**config.mk**
```make
export PLATFORM = sky130hd
export DESIGN_NAME = pong_game_fsm
export DESIGN_NICKNAME = d
export VERILOG_FILES = /design/src/rtl/pong_game_fsm.sv
export SDC_FILE = /design/constraint.sdc
export NUM_CORES = 1
export LEC_CHECK = 0
export CAP_MARGIN = 20
export CELL_PAD_IN_SITES_DETAIL_PLACEMENT = 2
export CELL_PAD_IN_SITES_GLOBAL_PLACEMENT = 2
export CORE_MARGIN = 2
export CORE_UTILIZATION = 31
export CTS_CLUSTER_DIAMETER = 150
export DETAILED_ROUTE_END_ITERATION = 7
export GPL_TIMING_DRIVEN = 0
export HOLD_SLACK_MARGIN = 0.15
export PLACE_DENSITY_LB_ADDON = 0.1
export SLEW_MARGIN = 20
export SYNTH_ARGS = -nofsm -noshare
export SYNTH_HDL_FRONTEND = slang
export SYNTH_SLANG_ARGS = --single-unit
export TNS_END_PERCENT = 30
```
**constraint.sdc**
```tcl
create_clock -name clk -period 2.1 [get_ports clk]
set_clock_uncertainty 0.15 [all_clocks]
set_input_delay 0.525 -clock clk [delete_from_list [all_inputs] [get_ports clk]]
set_output_delay 0.525 -clock clk [all_outputs]
set_load 0.02 [all_outputs]
```
**src/rtl/pong_game_fsm.sv**
```systemverilog
// pong_game_fsm: game-flow controller for the pong design.
// Sequences idle / play / serve / pause / game-over for 2..4 players. It keeps
// one saturating score per player so it can end the game early and pick the
// winner. A frame-tick timer paces the serve and game-over waits.
//
// Ports:
//   clk, reset_n     clock, asynchronous active-low reset
//   frame_tick       one-cycle pulse per video frame
//   btn              per-player serve/start level (synchronised)
//   pause_btn        pause level (synchronised)
//   miss             per-player one-cycle miss pulse
//   gra_still        freeze ball and paddles
//   score_clr        clear external score counters
//   score_inc        per-player one-cycle credit pulse
//   balls_left       balls still to be served
//   state            0 idle, 1 play, 2 serve, 3 pause, 4 over
//   winner           index+1 of the last winner, 0 = none or tie
module pong_game_fsm #(
  parameter int unsigned NUM_PLAYERS = 2,
  parameter int unsigned BALLS       = 3,
  parameter int unsigned WIN_SCORE   = 0,
  parameter int unsigned WAIT_FRAMES = 120
) (
  input  logic                           clk,
  input  logic                           reset_n,
  input  logic                           frame_tick,
  input  logic [NUM_PLAYERS-1:0]         btn,
  input  logic                           pause_btn,
  input  logic [NUM_PLAYERS-1:0]         miss,
  output logic                           gra_still,
  output logic                           score_clr,
  output logic [NUM_PLAYERS-1:0]         score_inc,
  output logic [$clog2(BALLS+1)-1:0]     balls_left,
  output logic [2:0]                     state,
  output logic [2:0]                     winner
);

  localparam int unsigned BW     = $clog2(BALLS + 1);
  localparam int unsigned SW_RAW = $clog2(WIN_SCORE + 1);
  localparam int unsigned SW     = (SW_RAW < 1) ? 1 : SW_RAW;

  localparam logic [SW-1:0] SMax       = '1;
  localparam logic [SW-1:0] WinS       = SW'(WIN_SCORE);
  localparam logic [9:0]    WaitF      = 10'(WAIT_FRAMES);
  localparam logic [BW-1:0] BallsInit  = BW'(BALLS);
  localparam logic [BW-1:0] BallsFirst = BW'(BALLS - 1);

  typedef enum logic [2:0] {
    StIdle  = 3'd0,
    StPlay  = 3'd1,
    StServe = 3'd2,
    StPause = 3'd3,
    StOver  = 3'd4
  } state_e;

  state_e                         state_q, state_d;
  logic [NUM_PLAYERS-1:0]         btn_q, score_inc_q, score_inc_d;
  logic                           pause_q;
  logic [NUM_PLAYERS-1:0][SW-1:0] score_q, score_d, score_upd;
  logic [BW-1:0]                  balls_q, balls_d;
  logic [9:0]                     timer_q, timer_d;
  logic [2:0]                     winner_q, winner_d, winner_calc;
  logic                           gra_still_q, gra_still_d;
  logic                           score_clr_q, score_clr_d;
  logic [NUM_PLAYERS-1:0]         press;
  logic                           ppress, timer_up, win_hit;

  assign press    = btn & ~btn_q;
  assign ppress   = pause_btn & ~pause_q;
  assign timer_up = (timer_q == WaitF);

  // Scores as they would be after crediting this cycle's misses.
  always_comb begin
    score_upd = score_q;
    win_hit   = 1'b0;
    for (int p = 0; p < int'(NUM_PLAYERS); p++) begin
      if (miss[p] && (score_q[p] != SMax)) score_upd[p] = score_q[p] + 1'b1;
      if ((WIN_SCORE != 0) && (score_upd[p] >= WinS)) win_hit = 1'b1;
    end
  end

  // Strictly highest updated score wins; any tie at the top gives 0.
  always_comb begin
    logic [SW-1:0] best;
    logic [1:0]    best_idx;
    logic          tie;
    best     = score_upd[0];
    best_idx = 2'd0;
    tie      = 1'b0;
    for (int p = 1; p < int'(NUM_PLAYERS); p++) begin
      if (score_upd[p] > best) begin
        best     = score_upd[p];
        best_idx = 2'(p);
        tie      = 1'b0;
      end else if (score_upd[p] == best) begin
        tie = 1'b1;
      end
    end
    winner_calc = tie ? 3'd0 : (3'(best_idx) + 3'd1);
  end

  always_comb begin
    state_d     = state_q;
    score_d     = score_q;
    balls_d     = balls_q;
    timer_d     = timer_q;
    winner_d    = winner_q;
    score_inc_d = '0;
    case (state_q)
      StIdle: begin
        score_d = '0;
        balls_d = BallsInit;
        if (|press) begin
          state_d  = StPlay;
          balls_d  = BallsFirst;
          winner_d = 3'd0;
        end
      end
      StPlay: begin
        if (|miss) begin
          score_inc_d = miss;
          score_d     = score_upd;
          timer_d     = '0;
          if ((balls_q == '0) || win_hit) begin
            state_d  = StOver;
            winner_d = winner_calc;
          end else begin
            // Only a ball that is going to be served is consumed.
            state_d = StServe;
            balls_d = balls_q - 1'b1;
          end
        end else if (ppress) begin
          state_d = StPause;
        end
      end
      StPause: begin
        if (ppress) state_d = StPlay;
      end
      StServe: begin
        if (timer_up && (|press)) state_d = StPlay;
        else if (frame_tick && !timer_up) timer_d = timer_q + 10'd1;
      end
      StOver: begin
        if (timer_up) begin
          state_d = StIdle;
          score_d = '0;
          balls_d = BallsInit;
          timer_d = '0;
        end else if (frame_tick) begin
          timer_d = timer_q + 10'd1;
        end
      end
      default: state_d = StIdle;
    endcase
    gra_still_d = (state_d != StPlay);
    score_clr_d = (state_d == StIdle);
  end

  always_ff @(posedge clk or negedge reset_n) begin
    if (!reset_n) begin
      state_q     <= StIdle;
      btn_q       <= '1;
      pause_q     <= 1'b1;
      score_q     <= '0;
      balls_q     <= BallsInit;
      timer_q     <= '0;
      winner_q    <= 3'd0;
      score_inc_q <= '0;
      gra_still_q <= 1'b1;
      score_clr_q <= 1'b1;
    end else begin
      state_q     <= state_d;
      btn_q       <= btn;
      pause_q     <= pause_btn;
      score_q     <= score_d;
      balls_q     <= balls_d;
      timer_q     <= timer_d;
      winner_q    <= winner_d;
      score_inc_q <= score_inc_d;
      gra_still_q <= gra_still_d;
      score_clr_q <= score_clr_d;
    end
  end

  assign gra_still  = gra_still_q;
  assign score_clr  = score_clr_q;
  assign score_inc  = score_inc_q;
  assign balls_left = balls_q;
  assign state      = state_q;
  assign winner     = winner_q;

endmodule

```
; ---- Word-level counts from Yosys, hierarchy flattened
; Cells that the tools add are included.
[word_totals]
mem_bits_ro = 0
mem_count = 0
ff_bits = 27
latchBits = 0
out_inout_bits = 12
mem_bits_rw = 0
[op_classes]
eq_ne = 15
bitwise_logic = 6
shifts = 0
magnitude_cmp = 1
div = 0
n_reduce_logical = 17
n_mux = 34
multipliers = 0
add_sub_neg = 5
[op_table]
columns = cell, n
row1 = $mux W10, 5
row2 = $mux W3, 11
row3 = $pmux W10 S3, 1
row4 = $pmux W3 S5, 1
row5 = $mux W2, 7
row6 = $ne A2 B2 Y1 const B, 7
row7 = $pmux W2 S3, 2
row8 = $add A10 B1 Y10 const B, 1
row9 = $eq A10 B7 Y1 const B, 1
row10 = $reduce_and A4 Y1, 2
row11 = $eq A3 B2 Y1 const B, 2
row12 = $logic_not A3 Y1, 2
row13 = $mux W1, 6
row14 = $pmux W3 S2, 1
row15 = $reduce_bool A3 Y1, 2
row16 = $reduce_and A5 Y1, 1
row17 = $logic_and A1 B1 Y1, 4
row18 = $reduce_or A2 Y1, 2
row19 = $add A2 B1 Y3 const B, 1
row20 = $eq A3 B1 Y1 const B, 1
row21 = $eq A3 B3 Y1 const B, 1
row22 = $ne A3 B1 Y1 const B, 1
row23 = $ne A3 B3 Y1 const B, 1
row24 = $not A1 Y1, 3
row25 = other kinds (11), 12

; ---- Longest topological paths before layout
[logic_depth]
word_depth = 10
depth_mapped = 6
ltp_nobuf = 6

; ---- Least setup slack after synthesis
; No wires, ideal clock.
[synth_path]
path_type = reg2reg
start = register timer_q[0]
end = register score_q[0] in the netlist's numbering
n_path_buf = 0
arrival_time_ns = 1.725
slack_ns = 0.097
stages_incl_launch_ff = 7
t_required_ns = 1.822
path_cell_list = dfrtp_1 -> inv_1 -> ha_1 -> or3b_1 -> nor4_1 -> o21a_1 -> mux2_1
[synth_via]
elab_chain_len = 3
[synth_lines]
columns = element, line
row1 = from (decl), 61  ; logic [9:0] timer_q, timer_d;
row2 = from (signal assigned), 177  ; timer_q <= timer_d;
row3 = $eq A10 B7 Y1, 70  ; assign timer_up = (timer_q == WaitF);
row4 = $ne A2 B2 Y1 (no line), -
row5 = $reduce_and A3 Y1 (no line), -
row6 = to (signal assigned), 175  ; score_q <= score_d;
row7 = to (decl), 59  ; logic [NUM_PLAYERS-1:0][SW-1:0] score_q, score_d, score_upd;
; Every way passes these cells.
; A chain may end at the register's enable or synchronous reset.

; ---- Worst setup path in the final report
[layout_path]
start = register timer_q[1]
end = register score_q[1] in the netlist's numbering
; Same word-level chain as after synthesis.

==> run metrics <==
run status finished clean; switching power 990 uW; DR top layer met4; area delta synth->final 33.0%; pwr/cell area 1240 mW/mm^2; routed length on met3 162 microns; # DRC 0; Seq/Total Area, Yosys 44.0%; Max VDD drop ~0.53 mV; Pre-Repair DR Iteration Count 4; Required @ worst endpoint 2.12 ns; Clock Latency Late Sink 0.29 ns; DR WL/cell 20.1 microns; setup ws final 0.0266 ns; sequential share of power 29.1%; die height approximately 74 microns; Slew headroom 58.7%; Core Area 0.00469 sq mm; vias in the first global route 1424; Distinct cells, synth 49; yosys warns 0; met2 routed WL between 2 and 2.5 mm; initial drt markers 34; Global Route Usage Sum a little under a fifth; startpoint types flip-flop; DIE AREA 0.00540 sq mm; Routability Congestion 0.760; placed cells 220; number of I/O port buffers 18; CTS sink count 26; combinational power share a little under three fifths; Die Wd 73.5 microns; Synth Register Bits 26; Tcrit/Tclk final 98.7%; syn nets 159; crit end category flip-flop; Initial Utilization 31.9%; DR vias 1376; antenna cells 0; row count 25; share of layout cells above drive strength 1 ~27%; Period minus WS final 2.07 ns; Filler cells slightly above 500; gr ovfl total 0; Placement Setup Slack -0.778 ns; Fin Setup TNS 0 ns; WL final 4.81 mm; IO Pins 20; final HPWL from detailed placement between 3 and 4 mm; TritonCTS Buffers 3; switching part of the total power 40.1%; first-pass GRT wire length around 7.5 mm; mapped cell area 0.00150 sq mm; largest net degree at the start of global routing 27; syn_area_per_cell 10.1 sq um; kind of critical path reg2reg; actual slew at the worst max-slew pin approximately 0.62 ns; max-cap violation count 0; fin util 42.5%; Pint 1480 uW; Mapped Cells approximately 150; CTS max path bufs 2; Post-Layout Cell Count 239; final net count 197; unrepaired setup endpoints after global routing yes; Root Buffer clkbuf_8; max-slew violations 0; clock share of power 13.9%; Leakage slightly above 0.0008 uW; DRT met1 WL 2.22 mm; final setup vio count 0; vias per cell 5.76; Hold Fails Final Rpt 0; Critical Path Fanout Max 3; Worst-path clk slew 0.10 ns; worst hold path type reg2reg; initial antenna violation count 0; Final ANT Viol Nets 0; worst path arrival time between 2 and 2.5 ns; CTS tree done; H-tree Lvls 1; Max Fclk 482 MHz
-- area by class of cell --
class	instances	area (sq um)	area share, %
repair buffers	33	285	14.3
clock buffers	4	55.1	2.76
multi-input cells	107	831	41.7
flip-flops and latches	26	659	33.1
well taps	54	67.6	3.39
inverters	9	33.8	1.70
plain buffers	6	60.1	3.02
-- placed cells by master (no fill, tap or decap), types with 3 or more instances in the layout --
cell              n
dfrtp_1          19
buf_4            15
clkdlybuf4s50_1  12
nand2_1          10
inv_1             7
o21ai_1           7
dfstp_2           7
nor2_1            6
o21ai_0           6
nand4_1           5
a21oi_1           5
buf_6             4
nor3_1            4
a31oi_1           4
o21a_1            4
mux2_1            4
clkbuf_8          4
dlygate4sd2_1     4
nor3b_4           3
and2_1            3
or3b_1            3
-- synthesized netlist by cell type (all sizes together) --
cell type  instances  area share, %
or4b               1           0.67
nor2b              3            1.3
or4                2            1.0
and2b              1           0.50
nor3b              5            3.9
a31oi              5            2.1
nand4              5            2.1
nand3              1           0.33
nand2             10            2.5
dfrtp             19             32
o2bb2ai            1           0.58
and2               3            1.3
nand3b             1           0.50
ha                 3            2.5
conb               1           0.25
a32o               1           0.67
o22ai              2           0.84
o21ai             13            4.3
nor4               1           0.42
buf                6            3.6
a32oi              2            1.2
or3                2            1.2
mux2               4            3.0
or3b               4            2.3
dfstp              7             12
nor2               6            1.5
o2111ai            1           0.58
or2                2           0.84
a22o               1           0.58
o31ai              3            1.5
o21a               4            2.0
o211ai             1           0.50
a31o               1           0.58
a21oi              6            2.0
a221oi             1           0.58
a211o              2            1.2
inv                9            2.3
o311ai             2            2.3
nor3               4            1.3
and4               1           0.58
a2bb2oi            1           0.58
-- metal layers --
metal / track usage [%] / vias to the layer above
li1: - / 630
met1: 25.6 / 706
met2: 29.0 / 33
met3: 2.88 / 7
met4: 7.07 / 0
met5: 0 / -
-- power by group through the flow --
stage               Clock (uW)  Sequential (uW)  Combinational, uW
floorplan                    0              804                624
global placement             0              713               1040
detailed placement           0              728               1080
CTS                        348              712               1320
global route               364              736               1510
finish                     344              717               1410
-- registers in the layout, summed over array words and instances (netlist names), 2 cells and up --
signal	cells
btn_q	2
balls_left	2
winner	2
timer_q	10
score_inc	2
score_q	2
state	3
-- worst paths after layout --
| kind | from | to | slack (ns) | cells past startpoint |
|---|---|---|---|---|
| min | winner[0] | winner[0] | 0.35 | 1 |
| max in group asynchronous | reset_n | winner[1] | 0.76 | 2 |
| min reg2reg | winner[0] | winner[0] | 0.35 | 1 |
| min in group asynchronous | reset_n | state[2] | 0.63 | 2 |
| max | timer_q[1] | score_q[1] | 0.03 | 6 |
| max reg2reg | timer_q[1] | score_q[1] | 0.03 | 6 |
-- timing repair --
action,4_1_cts,5_1_grt
hold buffers,1,0
gates cloned,1,0
setup endpoints to repair,16,12
buffers inserted,11,2
hold endpoints to repair,19,0
resized for setup,15,10
pin swaps,2,0
-- worst max-delay path, stage by stage, from the launching register on --
cell	delay, ns
dfrtp_1	0.42
inv_2	0.09
ha_4	0.14
or3b_4	0.41
nor4_4	0.19
o21a_1	0.22
mux2_1	0.34
-- cell families (layout without fill, tap and decap cells) --
kind of cell / count (synthesis) / in the layout / share of synthesized area, %
adders and majority gates: 3 / 3 / 2.51
muxes: 4 / 4 / 3.01
other: 1 / 1 / 0.250
buffers and inverters: 15 / 52 / 5.85
DFF: 26 / 26 / 44.0
AOI/OAI and AO/OA: 47 / 47 / 22.1
and+or+nand+nor: 52 / 52 / 22.2
-- per-stage QoR --
stage          total power (uW)  cell area, sq um  hold slack, ns
4_1_cts                    2380              1940           0.360
6_report                   2470              1990           0.351
5_1_grt                    2610              1990           0.378
2_1_floorplan              1430              1500          0.0794
3_3_place_gp               1750              1750           0.321
3_5_place_dp               1810              1740           0.337
No activity file was read; power rests on OpenSTA's default activity.
